`config.mk`:
```
export PLATFORM = sky130hd
export DESIGN_NAME = uart_tx_arbiter_flat
export DESIGN_NICKNAME = d
export VERILOG_FILES = /design/src/rtl/uart_tx_arbiter_if.sv /design/src/rtl/uart_tx_arbiter.sv /design/src/flat_wrapper.sv
export SDC_FILE = /design/constraint.sdc
export NUM_CORES = 1
export LEC_CHECK = 0
export CORE_ASPECT_RATIO = 1.1
export CORE_MARGIN = 3
export CORE_UTILIZATION = 38
export CTS_CLUSTER_SIZE = 25
export DETAILED_ROUTE_END_ITERATION = 10
export GPL_TIMING_DRIVEN = 0
export HOLD_SLACK_MARGIN = 0.1
export PLACE_DENSITY = 0.79
export SLEW_MARGIN = 20
export SYNTH_ARGS = -nofsm -noshare
export SYNTH_HDL_FRONTEND = slang
export SYNTH_SLANG_ARGS = --single-unit
```
`constraint.sdc`:
```
create_clock -name clk -period 2.2 [get_ports clk]
set_clock_uncertainty 0.05 [all_clocks]
set_input_delay 0.22 -clock clk [delete_from_list [all_inputs] [get_ports clk]]
set_output_delay 0.22 -clock clk [all_outputs]
set_load 0.01 [all_outputs]
```
`src/rtl/uart_tx_arbiter_if.sv`:
```
// Requester and transmitter side signals of the UART transmit arbiter.
// Handshake: a requester holds req[i] with req_data word i stable until it sees a one-cycle ack[i]; the transmitter gets a one-cycle tx_ena with tx_data and reports tx_busy for the frame.
interface uart_tx_arbiter_if #(
    parameter int D_WIDTH = 13,
    parameter int N_REQ   = 4
);
    logic [N_REQ-1:0]         req;
    logic [N_REQ*D_WIDTH-1:0] req_data;
    logic [N_REQ-1:0]         ack;
    logic                     tx_ena;
    logic [D_WIDTH-1:0]       tx_data;
    logic                     tx_busy;

    modport master (output req, req_data, tx_busy, input ack, tx_ena, tx_data);
    modport slave  (input req, req_data, tx_busy, output ack, tx_ena, tx_data);
endinterface

```
`src/rtl/uart_tx_arbiter.sv`:
```
// Round-robin scheduler sharing one UART transmitter among N_REQ requesters;
// grants only while the transmitter is idle and follows tx_busy through each frame.
module uart_tx_arbiter #(
    parameter int D_WIDTH = 13,
    parameter int N_REQ   = 4,
    parameter int TIMEOUT = 8
) (
    input  logic               clk,
    input  logic               rst_n,
    uart_tx_arbiter_if.slave   bus,
    output logic [2:0]         gnt_id,
    output logic               active,
    output logic               err_timeout,
    output logic [1:0]         state_dbg
);
    localparam int CW = $clog2(TIMEOUT) + 1;

    typedef enum logic [1:0] {IDLE, ISSUE, WAIT_BUSY, WAIT_DONE} state_t;

    state_t             state;
    logic [CW-1:0]      cnt;
    logic [N_REQ-1:0]   ack_q;
    logic               tx_ena_q;
    logic [D_WIDTH-1:0] tx_data_q;
    logic [2:0]         win;
    logic [N_REQ-1:0]   win_oh;

    // gnt_id doubles as the round-robin pointer: it always holds the last winner.
    // Searching offsets from far to near lets the nearest requester win.
    always_comb begin
        win    = gnt_id;
        win_oh = '0;
        for (int i = N_REQ; i >= 1; i--) begin
            for (int j = 0; j < N_REQ; j++) begin
                if (bus.req[j] && (j == (int'(gnt_id) + i) % N_REQ)) win = 3'(j);
            end
        end
        for (int j = 0; j < N_REQ; j++) begin
            if (3'(j) == win) win_oh[j] = 1'b1;
        end
    end

    always_ff @(posedge clk or negedge rst_n) begin
        if (!rst_n) begin
            state       <= IDLE;
            cnt         <= '0;
            ack_q       <= '0;
            tx_ena_q    <= 1'b0;
            tx_data_q   <= '0;
            gnt_id      <= 3'(N_REQ - 1);
            active      <= 1'b0;
            err_timeout <= 1'b0;
        end else begin
            ack_q    <= '0;
            tx_ena_q <= 1'b0;
            case (state)
                IDLE: begin
                    if ((|bus.req) && !bus.tx_busy) begin
                        tx_data_q <= bus.req_data[int'(win)*D_WIDTH +: D_WIDTH];
                        ack_q     <= win_oh;
                        gnt_id    <= win;
                        active    <= 1'b1;
                        tx_ena_q  <= 1'b1;
                        state     <= ISSUE;
                    end
                end
                ISSUE: begin
                    cnt   <= '0;
                    state <= WAIT_BUSY;
                end
                WAIT_BUSY: begin
                    if (bus.tx_busy) begin
                        state <= WAIT_DONE;
                    end else if (cnt == CW'(TIMEOUT - 1)) begin
                        // Transmitter never acknowledged the issue; give up on this frame.
                        err_timeout <= 1'b1;
                        active      <= 1'b0;
                        state       <= IDLE;
                    end else begin
                        cnt <= cnt + CW'(1);
                    end
                end
                WAIT_DONE: begin
                    if (!bus.tx_busy) begin
                        active <= 1'b0;
                        state  <= IDLE;
                    end
                end
                default: state <= IDLE;
            endcase
        end
    end

    assign bus.ack     = ack_q;
    assign bus.tx_ena  = tx_ena_q;
    assign bus.tx_data = tx_data_q;
    assign state_dbg   = state;
endmodule

```
`src/flat_wrapper.sv`:
```
// flat-port wrapper written by rule: the top's interface ports become plain ports
module uart_tx_arbiter_flat 
#(
    parameter int D_WIDTH = 13,
    parameter int N_REQ   = 4,
    parameter int TIMEOUT = 8
)
  (clk, rst_n, gnt_id, active, err_timeout, state_dbg, bus_req, bus_req_data, bus_tx_busy, bus_ack, bus_tx_ena, bus_tx_data);
  uart_tx_arbiter_if #(.D_WIDTH(D_WIDTH), .N_REQ(N_REQ)) bus_i ();
  input  logic clk;
  input  logic rst_n;
  output logic [2:0] gnt_id;
  output logic active;
  output logic err_timeout;
  output logic [1:0] state_dbg;
  input wire logic [$bits(bus_i.req)-1:0] bus_req;
  input wire logic [$bits(bus_i.req_data)-1:0] bus_req_data;
  input wire logic [$bits(bus_i.tx_busy)-1:0] bus_tx_busy;
  output wire logic [$bits(bus_i.ack)-1:0] bus_ack;
  output wire logic [$bits(bus_i.tx_ena)-1:0] bus_tx_ena;
  output wire logic [$bits(bus_i.tx_data)-1:0] bus_tx_data;
  assign bus_i.req = bus_req;
  assign bus_i.req_data = bus_req_data;
  assign bus_i.tx_busy = bus_tx_busy;
  assign bus_ack = bus_i.ack;
  assign bus_tx_ena = bus_i.tx_ena;
  assign bus_tx_data = bus_i.tx_data;
  uart_tx_arbiter #(.D_WIDTH(D_WIDTH), .N_REQ(N_REQ), .TIMEOUT(TIMEOUT)) u_core (.clk(clk), .rst_n(rst_n), .bus(bus_i), .gnt_id(gnt_id), .active(active), .err_timeout(err_timeout), .state_dbg(state_dbg));
endmodule
```
==> summary.txt <==
Finish
  – Fin nets: around 310
  – Layout area overhead: 64.7%
  – Commonest non-fill, non-tap cells in the layout: 82 x clkdlybuf4s50_1, 27 x dfrtp_1, 23 x nand2_1
  – Fin area: about 0.0025 mm²
  – Finished Layout Cells: 303
  – Fillers: 321
  – Layout cells sized above 1: a little under a tenth
  – Commonest non-fill, non-tap cell in the layout: clkdlybuf4s50_1
  – Inserted Diodes: 0

Setup path
  – Worst-path fanout max: 10
  – Worst reg2reg path endpoint: u_core.bus.tx_data[8]$_DFFE_PN0P_
  – FF-to-FF Start: u_core.gnt_id[0]$_DFFE_PN1P_
  – Crit Path Category: reg -> reg
  – Startpoint Class: register
  – Crit path launch: u_core.gnt_id[0]$_DFFE_PN1P_
  – Stages on worst setup path: 7
  – CP required: between 2000 and 2500 ps
  – Worst setup path endpoint: u_core.bus.tx_data[8]$_DFFE_PN0P_
  – Cell mode on critical path: o21ai_1
  – CP arrival: slightly above 2000 ps
  – Setup crit end kind: register
  – Reg2Reg Depth: 7
  – CP peak stage delay: approximately 530 ps
  – R2R setup slack: roughly 310 ps
  – Slowest cell on crit path: dfstp_2
  – Top Family by Delay on Critical Path: compound AO/OA/AOI/OAI gates
  – CP bufs+invs: 2
  – Critical-path cell list: buf_6 > nor4b_1 > o21ai_1 > o21ai_1 > buf_2 > a222oi_1 > a31oi_1

Clocking
  – Sink Count: 29
  – Post-CTS sizing: 0
  – Clk Latency, worst-skew pair: 270 ps
  – Inserted Clock Buffers: 5
  – CTS tree: done
  – Clock buffer depth: 2
  – CTS clk-pin slew, worst paths: 60 ps
  – Root buf cell: clkbuf_8
  – CTS H-tree depth: 2

Timing
  – Worst Slack Setup Final: about 310 ps
  – Count of final hold-check violations: 0
  – Min cycle time layout: roughly 1900 ps
  – Final period utilization: a little under nine tenths
  – Max Clk Rate: roughly 0.53 GHz
  – Worst slew pin tran: 631 ps
  – Final setup viols: 0
  – RSZ-0062 raised after global routing: no
  – Final Max Slew Viols: 0
  – Setup tns final: 0 ps
  – Worst relative slew slack: between 50 and 60%
  – Hold_ws: ~420 ps

Yosys
  – Synthesized net count: around 220
  – Synth Register Bits: 29
  – Mapped cell area: roughly 0.0015 mm²
  – Post-Syn Area per Cell: 9.39 µm²
  – Synth warnings: 0
  – Synth Instances: 162
  – Sequential share of the synthesized area: between 40% and 50%
  – Synth cell types: 37

Outcome
  – Run status: finished clean

Place
  – Placed cell areas: ~0.0024 mm²
  – Post-Place Worst Slack: 59.8 ps
  – IO Port Bufs: just over 80
  – Post-DP HPWL: approximately 3500 µm
  – Placed Cells: 295
  – RePlAce Congestion: 0.880

Global route
  – Initial antenna violation count: 0
  – First-pass GRT wire length: ~7100 µm
  – Total grt overflow: 0
  – Largest net degree at the start of global routing: 30
  – Tot GR Track Use: 19.2%
  – Vias in the first global route: roughly 1,500

Floorplanning
  – Die width: about 66 µm
  – Die Footprint: between 0.004 and 0.005 mm²
  – Die Span Y: about 72 µm
  – Num rows: 23
  – Initial Utilization: slightly above 40%
  – I/O pins: 84
  – CORE AREA: roughly 0.0037 mm²

Routing
  – Drc violations: 0
  – Iteration-0 DRC Markers: 118
  – Post-route ant nets: 0
  – Via count: roughly 1,600
  – Drt first pass iters: 6
  – DR WL/cell: about 15 µm
  – Via density: 5.25
  – Total Wirelength: 4450 µm

Pwr
  – Pwr/cell area: around 1100 mW/mm²
  – Static leakage: between 1 and 1.5 nW
  – VDD IR max: between 0.5 and 0.6 mV

Worst hold path
  – Min-delay worst type: reg -> reg

Run
  – Max-cap viol count: 0
-- cells by family after synthesis --
logic type | count (synthesis) | share of synthesized area [%]
DFF | 29 | 47.9
buffers and inverters | 14 | 5.43
AOI/OAI and AO/OA | 50 | 24.4
adders and majority gates | 1 | 0.822
and+or+nand+nor | 68 | 21.5
-- worst min-delay path by stage --
stage / startpoint / endpoint / slack, ps / cells past startpoint
3_5_place_dp: rst_n / u_core.bus.tx_data[4]$_DFFE_PN0P_ / 220 / 1
6_report: u_core.err_timeout$_DFFE_PN0P_ / u_core.err_timeout$_DFFE_PN0P_ / 420 / 1
3_3_place_gp: u_core.err_timeout$_DFFE_PN0P_ / u_core.err_timeout$_DFFE_PN0P_ / 410 / 1
5_1_grt: u_core.err_timeout$_DFFE_PN0P_ / u_core.err_timeout$_DFFE_PN0P_ / 460 / 1
2_1_floorplan: rst_n / u_core.active$_DFFE_PN0P_ / -130 / 0
4_1_cts: u_core.err_timeout$_DFFE_PN0P_ / u_core.err_timeout$_DFFE_PN0P_ / 430 / 1
-- worst register-to-register path, delay by kind of cell (launching register included) --
family,cells,cell delay (ps)
AO/OA/AOI/OAI,4,590
flip-flops,1,530
buffers and inverters,2,410
AND/OR/NAND/NOR,1,230
-- power by group --
part	total, mW	internal [mW]	switching (mW)
Combinational	1.45	0.743	0.704
Sequential	0.859	0.746	0.113
Clock	0.434	0.248	0.186
-- per-layer routing --
metal | up-vias | wire (µm) | GRT usage [%]
met5 | - | 0 | 0
met1 | 748 | 1860 | 23.3
met3 | 4 | 217 | 4.95
met4 | 0 | 63 | 7.00
li1 | 786 | - | -
met2 | 52 | 2310 | 32.6
-- registers in the layout (all words and copies together), names as in the netlist --
| register | cells |
|---|---|
| u_core.bus.tx_data | 13 |
| u_core.bus.ack | 4 |
| u_core.cnt | 4 |
| u_core.gnt_id | 3 |
| u_core.state_dbg | 2 |
| u_core.active | 1 |
| u_core.bus.tx_ena | 1 |
| u_core.err_timeout | 1 |
-- metrics by stage --
step                power [mW]  util [%]
global placement          2.29      64.5
global route              2.96      67.0
floorplan                 1.65         -
detailed placement        2.32      64.4
CTS                       2.76      67.0
finish                    2.74      67.0
-- synthesized netlist by cell type --
library cell | count | share of area, %
nor3b_1 | 1 | 0.49
nor2_2 | 1 | 0.41
nand2_1 | 23 | 5.7
a211o_1 | 1 | 0.58
or3_1 | 1 | 0.41
dfstp_2 | 2 | 3.5
dfrtp_1 | 27 | 44
nand3_1 | 5 | 1.6
nand3b_1 | 1 | 0.49
ha_1 | 1 | 0.82
o21ai_1 | 3 | 0.99
nor4b_1 | 1 | 0.58
a222oi_1 | 13 | 8.6
a311oi_1 | 2 | 1.2
a21boi_0 | 1 | 0.49
and2_1 | 2 | 0.82
a22oi_1 | 1 | 0.49
buf_6 | 3 | 2.2
nor2_1 | 22 | 5.4
a31oi_1 | 13 | 5.3
and3_1 | 2 | 0.82
or2_4 | 1 | 0.58
nor2b_1 | 3 | 1.2
a31o_2 | 1 | 0.58
inv_1 | 4 | 0.99
a31o_4 | 1 | 1.2
buf_2 | 6 | 2.0
nand2b_1 | 2 | 0.82
a21oi_1 | 5 | 1.6
o21bai_1 | 1 | 0.49
nand2b_4 | 1 | 0.90
o21ai_0 | 6 | 2.0
a21o_1 | 1 | 0.49
nor3_1 | 1 | 0.33
o31ai_1 | 1 | 0.49
clkbuf_1 | 1 | 0.25
nor4_2 | 1 | 0.82
-- area by class of cell --
cell class | instances | area, µm² | share of cell area (%)
Tap cell | 50 | 62.6 | 2.50
Multi-Input combinational cell | 119 | 711 | 28.4
Clock buffer | 7 | 86.3 | 3.44
Timing Repair Buffer | 84 | 836 | 33.4
Inverter | 4 | 15.0 | 0.599
Buffer | 10 | 67.6 | 2.70
Sequential cell | 29 | 728 | 29.1
-- what timing repair did --
| item | CTS | global route |
|---|---|---|
| hold endpoints to repair | 27 | 0 |
| setup buffers | 0 | 0 |
| setup endpoints to repair | 0 | 0 |
| hold buffers | 1 | 0 |
No activity file was read; power rests on OpenSTA's default activity.
